==> src/rtl/lfsr_gen_pkg.sv <==
// Shared types and constants for the XNOR Fibonacci LFSR generator.
package lfsr_gen_pkg;

  typedef enum logic [1:0] {
    ST_IDLE = 2'd0,
    ST_RUN  = 2'd1,
    ST_DONE = 2'd2
  } state_t;

  localparam logic [3:0]  LFSR_TAPS_4  = 4'hC;
  localparam logic [18:0] LFSR_TAPS_19 = 19'h40023;

  // With XNOR feedback the all-ones word maps onto itself, so it must never be loaded.
  function automatic logic [31:0] lockup_word(input int unsigned w);
    return 32'hFFFF_FFFF >> (32 - w);
  endfunction

endpackage

==> src/rtl/lfsr_gen_if.sv <==
// Control, seed-load and output stream signals of the LFSR generator.
interface lfsr_gen_if #(
  parameter int WIDTH    = 19,
  parameter int OUT_BITS = 1
);
  logic                start;
  logic                stop;
  logic                one_shot;
  logic                load_valid;
  logic [WIDTH-1:0]    load_seed;
  logic                load_ready;
  logic                out_valid;
  logic                out_ready;
  logic [OUT_BITS-1:0] out_data;
  logic                period_tick;
  logic                lock_err;
  logic [WIDTH-1:0]    step_cnt;

  modport master (
    output start, stop, one_shot, load_valid, load_seed, out_ready,
    input  load_ready, out_valid, out_data, period_tick, lock_err, step_cnt
  );

  modport slave (
    input  start, stop, one_shot, load_valid, load_seed, out_ready,
    output load_ready, out_valid, out_data, period_tick, lock_err, step_cnt
  );
endinterface

==> src/rtl/lfsr_gen_step.sv <==
// One combinational XNOR Fibonacci step plus a match flag against the start state.
module lfsr_gen_step #(
  parameter int               WIDTH = 19,
  parameter logic [WIDTH-1:0] TAPS  = 19'h40023
) (
  input  logic [WIDTH-1:0] i_cur,
  input  logic [WIDTH-1:0] i_start,
  output logic [WIDTH-1:0] o_nxt,
  output logic             o_fb,
  output logic             o_hit
);
  assign o_fb  = ~^(i_cur & TAPS);
  assign o_nxt = {i_cur[WIDTH-2:0], o_fb};
  assign o_hit = (o_nxt == i_start);
endmodule

==> src/rtl/lfsr_gen.sv <==
// LFSR stream generator: OUT_BITS steps per accepted transfer, seed load, one-shot/free-run.
module lfsr_gen
  import lfsr_gen_pkg::*;
#(
  parameter int               WIDTH    = 19,
  parameter logic [WIDTH-1:0] TAPS     = LFSR_TAPS_19,
  parameter logic [WIDTH-1:0] SEED     = 19'h55555,
  parameter int               OUT_BITS = 1
) (
  input logic       clk,
  input logic       reset,
  lfsr_gen_if.slave bus
);
  localparam logic [31:0]      LOCK_WORD = lockup_word(WIDTH);
  localparam logic [WIDTH-1:0] LOCKUP    = LOCK_WORD[WIDTH-1:0];

  state_t           r_state, w_state_next;
  logic [WIDTH-1:0] r_lfsr, r_start, r_step_cnt;
  logic             r_one_shot, r_period_tick, r_lock_err;

  logic [WIDTH-1:0]    w_chain [OUT_BITS+1];
  logic [OUT_BITS-1:0] w_fb, w_hit;
  logic                w_xfer, w_load, w_lock, w_start_acc, w_period;
  logic [WIDTH-1:0]    w_seed;

  assign w_chain[0] = r_lfsr;

  // Every intermediate state is compared with start_reg so multi-step transfers still see the wrap.
  for (genvar gi = 0; gi < OUT_BITS; gi++) begin : g_chain
    lfsr_gen_step #(.WIDTH(WIDTH), .TAPS(TAPS)) u_step (
      .i_cur   (w_chain[gi]),
      .i_start (r_start),
      .o_nxt   (w_chain[gi+1]),
      .o_fb    (w_fb[gi]),
      .o_hit   (w_hit[gi])
    );
    assign bus.out_data[OUT_BITS-1-gi] = w_fb[gi];
  end

  assign w_xfer      = (r_state == ST_RUN) && bus.out_ready;
  assign w_load      = bus.load_valid && (r_state != ST_RUN);
  assign w_lock      = (bus.load_seed == LOCKUP);
  assign w_seed      = w_lock ? SEED : bus.load_seed;
  assign w_start_acc = (r_state != ST_RUN) && !w_load && bus.start && !bus.stop;
  assign w_period    = w_xfer && (|w_hit);

  always_comb begin
    w_state_next = r_state;
    case (r_state)
      ST_IDLE, ST_DONE: if (w_start_acc) w_state_next = ST_RUN;
      ST_RUN: begin
        if (bus.stop)                     w_state_next = ST_IDLE;
        else if (r_one_shot && w_period)  w_state_next = ST_DONE;
      end
      default: w_state_next = ST_IDLE;
    endcase
  end

  always_ff @(posedge clk) begin
    if (!reset) begin
      r_state       <= ST_IDLE;
      r_lfsr        <= SEED;
      r_start       <= SEED;
      r_step_cnt    <= '0;
      r_one_shot    <= 1'b0;
      r_period_tick <= 1'b0;
      r_lock_err    <= 1'b0;
    end else begin
      r_state       <= w_state_next;
      r_period_tick <= w_period;
      r_lock_err    <= w_load && w_lock;
      if (w_start_acc) r_one_shot <= bus.one_shot;
      if (w_load) begin
        r_lfsr     <= w_seed;
        r_start    <= w_seed;
        r_step_cnt <= '0;
      end else if (w_start_acc) begin
        r_step_cnt <= '0;
      end else if (w_xfer) begin
        r_lfsr     <= w_chain[OUT_BITS];
        r_step_cnt <= r_step_cnt + WIDTH'(1);
      end
    end
  end

  assign bus.load_ready  = (r_state != ST_RUN);
  assign bus.out_valid   = (r_state == ST_RUN);
  assign bus.period_tick = r_period_tick;
  assign bus.lock_err    = r_lock_err;
  assign bus.step_cnt    = r_step_cnt;
endmodule

==> src/flat_wrapper.sv <==
// flat-port wrapper written by rule: the top's interface ports become plain ports
module lfsr_gen_flat import lfsr_gen_pkg::*;
#(
  parameter int               WIDTH    = 19,
  parameter logic [WIDTH-1:0] TAPS     = LFSR_TAPS_19,
  parameter logic [WIDTH-1:0] SEED     = 19'h55555,
  parameter int               OUT_BITS = 1
)
  (clk, reset, bus_start, bus_stop, bus_one_shot, bus_load_valid, bus_load_seed, bus_out_ready, bus_load_ready, bus_out_valid, bus_out_data, bus_period_tick, bus_lock_err, bus_step_cnt);
  lfsr_gen_if #(.WIDTH(WIDTH), .OUT_BITS(OUT_BITS)) bus_i ();
  input logic clk;
  input logic reset;
  input wire logic [$bits(bus_i.start)-1:0] bus_start;
  input wire logic [$bits(bus_i.stop)-1:0] bus_stop;
  input wire logic [$bits(bus_i.one_shot)-1:0] bus_one_shot;
  input wire logic [$bits(bus_i.load_valid)-1:0] bus_load_valid;
  input wire logic [$bits(bus_i.load_seed)-1:0] bus_load_seed;
  input wire logic [$bits(bus_i.out_ready)-1:0] bus_out_ready;
  output wire logic [$bits(bus_i.load_ready)-1:0] bus_load_ready;
  output wire logic [$bits(bus_i.out_valid)-1:0] bus_out_valid;
  output wire logic [$bits(bus_i.out_data)-1:0] bus_out_data;
  output wire logic [$bits(bus_i.period_tick)-1:0] bus_period_tick;
  output wire logic [$bits(bus_i.lock_err)-1:0] bus_lock_err;
  output wire logic [$bits(bus_i.step_cnt)-1:0] bus_step_cnt;
  assign bus_i.start = bus_start;
  assign bus_i.stop = bus_stop;
  assign bus_i.one_shot = bus_one_shot;
  assign bus_i.load_valid = bus_load_valid;
  assign bus_i.load_seed = bus_load_seed;
  assign bus_i.out_ready = bus_out_ready;
  assign bus_load_ready = bus_i.load_ready;
  assign bus_out_valid = bus_i.out_valid;
  assign bus_out_data = bus_i.out_data;
  assign bus_period_tick = bus_i.period_tick;
  assign bus_lock_err = bus_i.lock_err;
  assign bus_step_cnt = bus_i.step_cnt;
  lfsr_gen #(.WIDTH(WIDTH), .TAPS(TAPS), .SEED(SEED), .OUT_BITS(OUT_BITS)) u_core (.clk(clk), .reset(reset), .bus(bus_i));
endmodule
==> config.mk <==
export PLATFORM = sky130hd
export DESIGN_NAME = lfsr_gen_flat
export DESIGN_NICKNAME = d
export VERILOG_FILES = /design/src/rtl/lfsr_gen_pkg.sv /design/src/rtl/lfsr_gen_if.sv /design/src/rtl/lfsr_gen_step.sv /design/src/rtl/lfsr_gen.sv /design/src/flat_wrapper.sv
export SDC_FILE = /design/constraint.sdc
export NUM_CORES = 1
export LEC_CHECK = 0
export BUFFER_PORTS_ARGS = -buffer_cell sky130_fd_sc_hd__clkbuf_2
export CORE_UTILIZATION = 52
export DETAILED_ROUTE_END_ITERATION = 12
export GPL_TIMING_DRIVEN = 0
export MAX_ROUTING_LAYER = met4
export PLACE_DENSITY_LB_ADDON = 0.3
export SYNTH_ARGS = -nofsm -noshare
export SYNTH_HDL_FRONTEND = slang
export SYNTH_SLANG_ARGS = --single-unit
==> constraint.sdc <==
create_clock -name clk -period 2.4 [get_ports clk]
set_clock_uncertainty 0.15 [all_clocks]
set_input_delay 0.36 -clock clk [delete_from_list [all_inputs] [get_ports clk]]
set_output_delay 0.36 -clock clk [all_outputs]
set_load 0.02 [all_outputs]
==> impl_metrics.sql, run 1 <==
INSERT INTO impl_metrics (metric_group, metric, value, unit) VALUES
('setup_path', 'max_stage_delay', '0.58', 'ns'),
('global_route', 'grt_pass1_vias', '2502', ''),
('cts', 'path_clk_slew', '0.07', 'ns'),
('yosys', 'synth_area_per_cell', '8.42', 'µm²'),
('finish', 'post-route-util', '0.653', ''),
('timing', 'fmax', '453', 'MHz'),
('placed_design', 'placer_s_final_routability_congestion_estimate', '0.862', ''),
('setup_path', 'reg2regPathDepth', '5', ''),
('routing', 'drt_first_iter_violations', '115', ''),
('cts', 'ctsRootBufferMaster', 'sky130_fd_sc_hd__clkbuf_8', ''),
('power_and_ir_drop', 'peakVddDrop', '0.000513', 'V'),
('timing', 'hold_viol', '0', ''),
('die', 'die-height', '76.3', 'µm'),
('routing', 'drt.antenna.violating_nets', '0', ''),
('yosys', 'synth_sequential_area_ratio', '0.432', ''),
('yosys', 'synth_enable_flop_cells', '0', ''),
('timing', 'setup_viol', '0', ''),
('cts', 'sink_count_of_the_clock_tree', '62', ''),
('timing', 'tns', '0', 'ns'),
('timing', 'hold-worst-slack', '0.106', 'ns'),
('cts', 'post_cts.resized_instances', '0', ''),
('setup_path', 'worstSetupPathType', 'register to register', ''),
('routing', 'avgViaCountPerCell', '5.72', ''),
('yosys', 'syn_area', '2870', 'µm²'),
('cts', 'cts_buffer_depth', '2', ''),
('routing', 'routed_wirelength', '7190', 'µm'),
('routing', 'firstDrtPassIters', '4', ''),
('die', 'die-area', '5820', 'µm²'),
('routing', 'drc_errors', '0', ''),
('yosys', 'synthTopCellsByArea', 'sky130_fd_sc_hd__dfxtp_1, sky130_fd_sc_hd__nand2_1, sky130_fd_sc_hd__xor2_1, sky130_fd_sc_hd__a21oi_1, sky130_fd_sc_hd__o21a_1', ''),
('timing', 'final_period_minus_worst_setup_slack', '2.21', 'ns'),
('setup_path', 'critical_path.reg2reg.startpoint', 'u_core.r_state[0]$_SDFFE_PN0P_', ''),
('placed_design', 'placement.setup.worst_slack', '0.266', 'ns'),
('routing', 'routed-via-count', '2719', ''),
('placed_design', 'place.port_buffers', '48', ''),
('finish', 'final-instance-count-excl-fill', '475', ''),
('power_and_ir_drop', 'p_comb_frac', '0.108', ''),
('outcome', 'status', 'finished, final reports clean', ''),
('setup_path', 'critical_path.max_fanout', '10', ''),
('cts', 'cts-hold-fix-buffers', '0', ''),
('yosys', 'postSynthCellCount', '341', ''),
('placed_design', 'detailedPlacementHpwl', '5100', 'µm'),
('setup_path', 'worstPathArrival', '2.33', 'ns'),
('hold_path', 'worst_hold_check_path_type', 'input port to register', ''),
('timing', 'maxSlewHeadroom', '0.420', ''),
('timing', 'timing.final.max_slew_violations', '0', ''),
('setup_path', 'slack_of_the_worst_reg_to_reg_path', '0.19', 'ns'),
('global_route', 'number_of_antenna_violations_at_the_first_check_in_global_routing', '0', ''),
('die', 'floorplan.rows', '26', ''),
('setup_path', 'timing.critical_path.from_type', 'register', ''),
('timing', 'timing_worst_slew_pin_value', '0.864', 'ns'),
('setup_path', 'cp_cell_sequence', 'nand2b_1, a21oi_1, clkbuf_1, nand2_1, nand4_1', ''),
('cts', 'tritoncts.num_buffers', '9', ''),
('setup_path', 'critical_path.endpoint_type', 'register', ''),
('power_and_ir_drop', 'clkPwrFrac', '0.400', ''),
('power_and_ir_drop', 'p_leak', '1.36', 'nW'),
('timing', 'final_critical_path_setup_slack', '0.193', 'ns'),
('yosys', 'synth_largest_area_cell', 'sky130_fd_sc_hd__dfxtp_1', ''),
('die', 'ios', '50', ''),
('setup_path', 'crit_required', '2.52', 'ns'),
('timing', 'fin_crit_sh', '0.920', ''),
('run', 'maxCapViolations', '0', ''),
('cts', 'tritoncts', 'built', ''),
('setup_path', 'slowest_stage', 'sky130_fd_sc_hd__a21oi_1', ''),
('hold_path', 'holdPathEnd', 'u_core.r_one_shot$_SDFFE_PN0P_', ''),
('placed_design', 'post-place-cells', '459', ''),
('power_and_ir_drop', 'power-per-cell-area', '670', 'nW/µm²'),
('die', 'floorplan.die.width', '76.3', 'µm'),
('power_and_ir_drop', 'p_int', '1.68', 'mW'),
('finish', 'post_route_cells_drive_above_1_share', '0.175', ''),
('power_and_ir_drop', 'p_sw_frac', '0.261', '');
-- critical path: cells and delay by family (launching register included) --
| family | cells | cell delay, ns |
|---|---|---|
| compound gates | 1 | 0.58 |
| buf+inv | 1 | 0.48 |
| flops | 1 | 0.48 |
| simple gates | 3 | 0.45 |
-- layer usage --
metal / up-vias / wire (µm) / global-route usage
met1: 1270 / 3070 / 0.318
met5: - / 0 / -
met2: 113 / 3520 / 0.449
met3: 10 / 490 / 0.0659
met4: 0 / 109 / 0.0865
li1: 1326 / - / -
-- flip-flops by register name (all words and copies together), names as in the netlist --
name,count
u_core.r_start,19
u_core.r_state,2
u_core.bus.lock_err,1
u_core.bus.period_tick,1
u_core.r_one_shot,1
u_core.r_lfsr,19
u_core.bus.step_cnt,19
-- per-stage QoR --
step	total power, mW	area, µm²
final	2.28	3400
after global routing	2.36	3400
after CTS	2.29	3400
after detailed placement	1.38	3200
after global placement	1.38	3200
after floorplan	1.30	2870
-- logic make-up after synthesis --
logic type	share of synthesized area
compound gates	0.157
xor+xnor	0.0993
fa+ha+maj	0.00436
buf+inv	0.0288
flops	0.432
mux	0.00349
simple gates	0.275
-- worst max path at each step --
stage | cells after the start | end | startpoint
4_1_cts | 4 | bus_out_valid | u_core.r_state[1]$_SDFFE_PN0P_
3_5_place_dp | 5 | u_core.r_lfsr[0]$_SDFFE_PN1P_ | u_core.r_state[0]$_SDFFE_PN0P_
3_3_place_gp | 5 | u_core.r_lfsr[0]$_SDFFE_PN1P_ | u_core.r_state[0]$_SDFFE_PN0P_
2_1_floorplan | 5 | u_core.bus.step_cnt[17]$_SDFFE_PP0P_ | u_core.bus.step_cnt[4]$_SDFFE_PP0P_
6_report | 5 | u_core.r_lfsr[0]$_SDFFE_PN1P_ | u_core.r_state[0]$_SDFFE_PN0P_
5_1_grt | 5 | u_core.r_lfsr[0]$_SDFFE_PN1P_ | u_core.r_state[0]$_SDFFE_PN0P_
-- power by group through the flow --
stage | clock (mW) | sequential [mW] | combinational, mW
2_1_floorplan | 0 | 1.13 | 0.168
3_3_place_gp | 0 | 1.14 | 0.238
3_5_place_dp | 0 | 1.14 | 0.242
4_1_cts | 0.924 | 1.12 | 0.244
5_1_grt | 0.962 | 1.12 | 0.272
6_report | 0.911 | 1.12 | 0.247
-- placed cells by master (no fill, tap or decap), drive strengths merged, types with 6 or more instances in the layout --
cell | Yosys | routed
and2 | 10 | 10
a21oi | 32 | 32
nor3 | 8 | 8
a22o | 6 | 6
xor2 | 21 | 21
nand4 | 11 | 11
o21a | 19 | 19
dfxtp | 62 | 62
nor2 | 14 | 14
nand2 | 58 | 58
clkbuf | 12 | 70
o31ai | 8 | 8
or4 | 6 | 6
xnor2 | 9 | 9
nand3 | 27 | 27
-- area by class of cell --
type                       instances  area, µm²
tap                               70       87.6
sequential                        62       1240
clock inverter                     6       61.3
inverter                           5       18.8
clock buffer                      10        138
buffer                            15       65.1
multi-input combinational        259       1550
fill                             461       1810
timing repair buffer              48        240
-- cells in the mapped netlist, types with 8 or more instances --
cell,number
sky130_fd_sc_hd__a21oi_1,32
sky130_fd_sc_hd__xor2_1,21
sky130_fd_sc_hd__nand4_1,10
sky130_fd_sc_hd__and2_1,9
sky130_fd_sc_hd__nor2_1,14
sky130_fd_sc_hd__dfxtp_1,62
sky130_fd_sc_hd__o21a_1,19
sky130_fd_sc_hd__clkbuf_1,12
sky130_fd_sc_hd__nand3_1,27
sky130_fd_sc_hd__nor3_1,8
sky130_fd_sc_hd__o31ai_1,8
sky130_fd_sc_hd__xnor2_1,9
sky130_fd_sc_hd__nand2_1,58
(Power assumes the default switching activity.)
==> inputs of run 2 (changes only) <==
--- a/config.mk
+++ b/config.mk
@@ -5,8 +5,11 @@
 export SDC_FILE = /design/constraint.sdc
 export NUM_CORES = 1
 export LEC_CHECK = 0
+export ABC_AREA = 1
 export BUFFER_PORTS_ARGS = -buffer_cell sky130_fd_sc_hd__clkbuf_2
+export CAP_MARGIN = 20
 export CORE_UTILIZATION = 52
+export CTS_CLUSTER_DIAMETER = 40
 export DETAILED_ROUTE_END_ITERATION = 12
 export GPL_TIMING_DRIVEN = 0
 export MAX_ROUTING_LAYER = met4
==> run 2 against run 1 <==
Compared with the run above: fmax is 14% higher; wire length is 11% higher; total power up 13%; flip-flop and latch count stayed put; hold slack improved by 0.028 ns; worst setup slack improved by 0.28 ns; clock power rose by 26%; final cell count is 22% higher; combinational power grew 22%; critical path depth increased by 4; area after synthesis up 6.1%; largest cell class unchanged.
==> impl_metrics.sql, run 2 <==
INSERT INTO impl_metrics (metric_group, metric, value, unit) VALUES
('outcome', 'status', 'finished, final reports clean', ''),
('global_route', 'gr-usage-met1', '0.355', ''),
('cts', 'sink_count_of_the_clock_tree', '62', ''),
('finish', 'post_route_cells_drive_above_1_share', '0.149', ''),
('die', 'start_util', '0.547', ''),
('yosys', 'syn_nets', '472', ''),
('die', 'ios', '50', ''),
('timing', 'timing_worst_slew_pin_value', '0.635', 'ns'),
('placed_design', 'placed_area', '3380', 'µm²'),
('setup_path', 'critical_path.reg2reg.startpoint', 'u_core.r_state[0]$_SDFFE_PN0P_', ''),
('finish', 'final_common_cell', 'sky130_fd_sc_hd__nand2_1', ''),
('die', 'core-area', '5570', 'µm²'),
('placed_design', 'detailedPlacementHpwl', '5750', 'µm'),
('yosys', 'postSynthCellCount', '445', ''),
('finish', 'post-route-cell-area', '3630', 'µm²'),
('yosys', 'postSynthRegisterBits', '62', ''),
('cts', 'total_setup_buffers_inserted_after_cts', '0', ''),
('placed_design', 'post-place-cells', '565', ''),
('power_and_ir_drop', 'power-per-cell-area', '711', 'nW/µm²'),
('yosys', 'synthMostInstantiatedCell', 'sky130_fd_sc_hd__nand2_1', ''),
('finish', 'final-instance-count-excl-fill', '581', ''),
('yosys', 'synth_flop_cell', 'sky130_fd_sc_hd__dfxtp_1', ''),
('global_route', 'largest_net_degree_at_the_start_of_global_routing', '11', ''),
('global_route', 'top_usage_layer', 'met2', ''),
('yosys', 'synthTopCellsByArea', 'sky130_fd_sc_hd__dfxtp_1, sky130_fd_sc_hd__nand2_1, sky130_fd_sc_hd__inv_1, sky130_fd_sc_hd__nor2_1, sky130_fd_sc_hd__a21oi_1', ''),
('yosys', 'synth_sequential_area_ratio', '0.407', ''),
('cts', 'tritoncts.num_buffers', '9', ''),
('finish', 'insertedDiodeCount', '0', ''),
('global_route', 'grtUsageMet3', '0.0547', ''),
('global_route', 'grt_pass1_vias', '2866', ''),
('yosys', 'synthArstFlopShare', '0', ''),
('global_route', 'grt_use_total', '0.285', ''),
('timing', 'fmax', '519', 'MHz'),
('setup_path', 'cp_common_cell', 'sky130_fd_sc_hd__nor2_1', ''),
('routing', 'drt_first_iter_violations', '293', ''),
('setup_path', 'timing.critical_path.from_type', 'register', ''),
('global_route', 'globalRouteOverflowTotal', '0', ''),
('timing', 'setup_viol', '0', ''),
('setup_path', 'crit_required', '2.54', 'ns'),
('global_route', 'gr_layer_usage_met2', '0.451', ''),
('placed_design', 'place.port_buffers', '48', ''),
('routing', 'firstDrtPassIters', '5', ''),
('finish', 'num-fill-cells', '512', ''),
('setup_path', 'critical_path.max_fanout', '9', ''),
('finish', 'layout-area-overhead-vs-synth', '19.0', '%'),
('die', 'floorplan.rows', '27', ''),
('cts', 'cts.htree.levels', '3', ''),
('yosys', 'synth_top_cells_by_count', 'sky130_fd_sc_hd__nand2_1, sky130_fd_sc_hd__dfxtp_1, sky130_fd_sc_hd__inv_1', ''),
('yosys', 'synth_area_per_cell', '6.85', 'µm²'),
('routing', 'routed_wirelength', '7990', 'µm'),
('placed_design', 'placer_s_final_routability_congestion_estimate', '0.911', ''),
('routing', 'routed-via-count', '3116', ''),
('cts', 'tritoncts', 'built', ''),
('global_route', 'number_of_antenna_violations_at_the_first_check_in_global_routing', '0', ''),
('routing', 'drc_errors', '0', ''),
('setup_path', 'critical_path.endpoint_type', 'register', ''),
('yosys', 'synth_enable_flop_cells', '0', ''),
('finish', 'layout_common_cells', 'sky130_fd_sc_hd__nand2_1, sky130_fd_sc_hd__dfxtp_1, sky130_fd_sc_hd__inv_1, sky130_fd_sc_hd__clkbuf_2, sky130_fd_sc_hd__nor2_1', ''),
('finish', 'number_of_nets_in_the_finished_design', '531', ''),
('timing', 'hold_viol', '0', ''),
('cts', 'cts-hold-fix-buffers', '0', ''),
('timing', 'maxSlewHeadroom', '0.577', ''),
('timing', 'final_critical_path_setup_slack', '0.472', 'ns'),
('yosys', 'yosys.cell_types.count', '36', ''),
('cts', 'clk_latency', '0.33', 'ns'),
('cts', 'post_cts.resized_instances', '0', ''),
('power_and_ir_drop', 'totalPowerFinal', '2.58', 'mW'),
('routing', 'drt.antenna.violating_nets', '0', ''),
('run', 'maxCapViolations', '0', ''),
('setup_path', 'worstSetupPathType', 'register to register', ''),
('die', 'die-height', '78.5', 'µm'),
('timing', 'timing.final.max_slew_violations', '0', ''),
('hold_path', 'min_delay_path_depth', '3', ''),
('die', 'die-area', '6170', 'µm²'),
('hold_path', 'holdPathEnd', 'u_core.r_start[4]$_SDFFE_PN1P_', ''),
('yosys', 'synth_largest_area_cell', 'sky130_fd_sc_hd__dfxtp_1', ''),
('yosys', 'fraction_of_synthesized_cell_area_taken_by_the_top_area_cell_type', '0.407', ''),
('cts', 'cts_buffer_depth', '2', ''),
('setup_path', 'reg2regPathDepth', '9', ''),
('timing', 'grt_setup_unrepaired', 'false', ''),
('routing', 'avgRoutedWirePerCell', '13.8', 'µm'),
('setup_path', 'cp_cell_sequence', 'inv_2, nor2_4, nor2_1, inv_1, nand2_1, nor2_1, clkinv_1, a21oi_1, o21a_1', ''),
('cts', 'ctsRootBufferMaster', 'sky130_fd_sc_hd__clkbuf_8', ''),
('setup_path', 'endpoint_of_the_worst_slack_reg_to_reg_timing_path', 'u_core.bus.step_cnt[10]$_SDFFE_PP0P_', ''),
('routing', 'avgViaCountPerCell', '5.36', ''),
('timing', 'tns', '0', 'ns'),
('yosys', 'yosys_warn_count', '0', ''),
('die', 'floorplan.die.width', '78.5', 'µm'),
('global_route', 'first_pass_grt_wire_length', '13000', 'µm'),
('yosys', 'syn_area', '3050', 'µm²'),
('setup_path', 'slack_of_the_worst_reg_to_reg_path', '0.47', 'ns'),
('timing', 'hold-worst-slack', '0.134', 'ns'),
('hold_path', 'holdCritStartpoint', 'bus_load_seed[4]', ''),
('cts', 'path_clk_slew', '0.07', 'ns'),
('power_and_ir_drop', 'peakVddDrop', '0.000501', 'V'),
('finish', 'post-route-util', '0.651', ''),
('placed_design', 'placement.setup.worst_slack', '0.454', 'ns'),
('setup_path', 'max_stage_delay', '0.38', 'ns'),
('setup_path', 'slowest_stage', 'sky130_fd_sc_hd__dfxtp_1', ''),
('timing', 'final_period_minus_worst_setup_slack', '1.93', 'ns'),
('setup_path', 'worstPathArrival', '2.07', 'ns'),
('timing', 'fin_crit_sh', '0.803', ''),
('power_and_ir_drop', 'p_leak', '1.69', 'nW'),
('hold_path', 'worst_hold_check_path_type', 'input port to register', '');
run 2: changes by cell type after synthesis, sizes merged, moves of 17 or more:
cell	before	now
o21ai	4	24
xor2	21	2
inv	5	59
o21a	19	2
nor2	14	42
nand2	58	136
run 2: cells by family after synthesis:
| family | after synthesis | synth area share |
|---|---|---|
| adders and majority gates | 1 | 0.00411 |
| and+or+nand+nor | 220 | 0.310 |
| AOI/OAI and AO/OA | 74 | 0.143 |
| DFF | 62 | 0.407 |
| xor gates and xnor gates | 15 | 0.0431 |
| buffers and inverters | 73 | 0.0920 |
run 2: area by class of cell:
cell class | count | area (µm²) | area share
multi-input combinational | 310 | 1530 | 0.421
clock inverter | 3 | 90.1 | 0.0248
tap | 72 | 90.1 | 0.0248
clock buffer | 13 | 159 | 0.0438
inverter | 61 | 229 | 0.0631
sequential | 62 | 1240 | 0.342
buffer | 12 | 51.3 | 0.0141
timing repair buffer | 48 | 240 | 0.0663
run 2: worst max-delay path, delay by kind of cell (launching register included):
kind            cells  cell delay, ns
simple gates        4            0.57
buf+inv             3            0.43
flops               1            0.38
compound gates      2            0.34
run 2: worst max-delay path by stage:
stage                                              startpoint                                   end  slack (ns)  cells after the start
after floorplan           u_core.bus.step_cnt[1]$_SDFFE_PP0P_   u_core.bus.step_cnt[8]$_SDFFE_PP0P_        0.73                     10
after global placement                                  reset  u_core.bus.step_cnt[14]$_SDFFE_PP0P_        0.48                      6
after detailed placement                                reset  u_core.bus.step_cnt[14]$_SDFFE_PP0P_        0.45                      6
after CTS                      u_core.r_state[0]$_SDFFE_PN0P_  u_core.bus.step_cnt[14]$_SDFFE_PP0P_        0.47                      9
after global routing           u_core.r_state[0]$_SDFFE_PN0P_  u_core.bus.step_cnt[10]$_SDFFE_PP0P_        0.28                      9
final                          u_core.r_state[0]$_SDFFE_PN0P_  u_core.bus.step_cnt[10]$_SDFFE_PP0P_        0.47                      9
run 2: metal layers:
| layer | share of wire | wire (µm) | vias up |
|---|---|---|---|
| met5 | 0 | 0 | - |
| met4 | 0.024 | 195 | 0 |
| met3 | 0.072 | 578 | 29 |
| met2 | 0.46 | 3650 | 117 |
| met1 | 0.45 | 3560 | 1422 |
| li1 | - | - | 1548 |
run 2: where the power goes:
group	switching [mW]	internal [mW]	total, mW	leakage (nW)
clock	0.406	0.748	1.15	0.124
combinational	0.192	0.109	0.301	1.06
sequential	0.0445	1.08	1.12	0.509
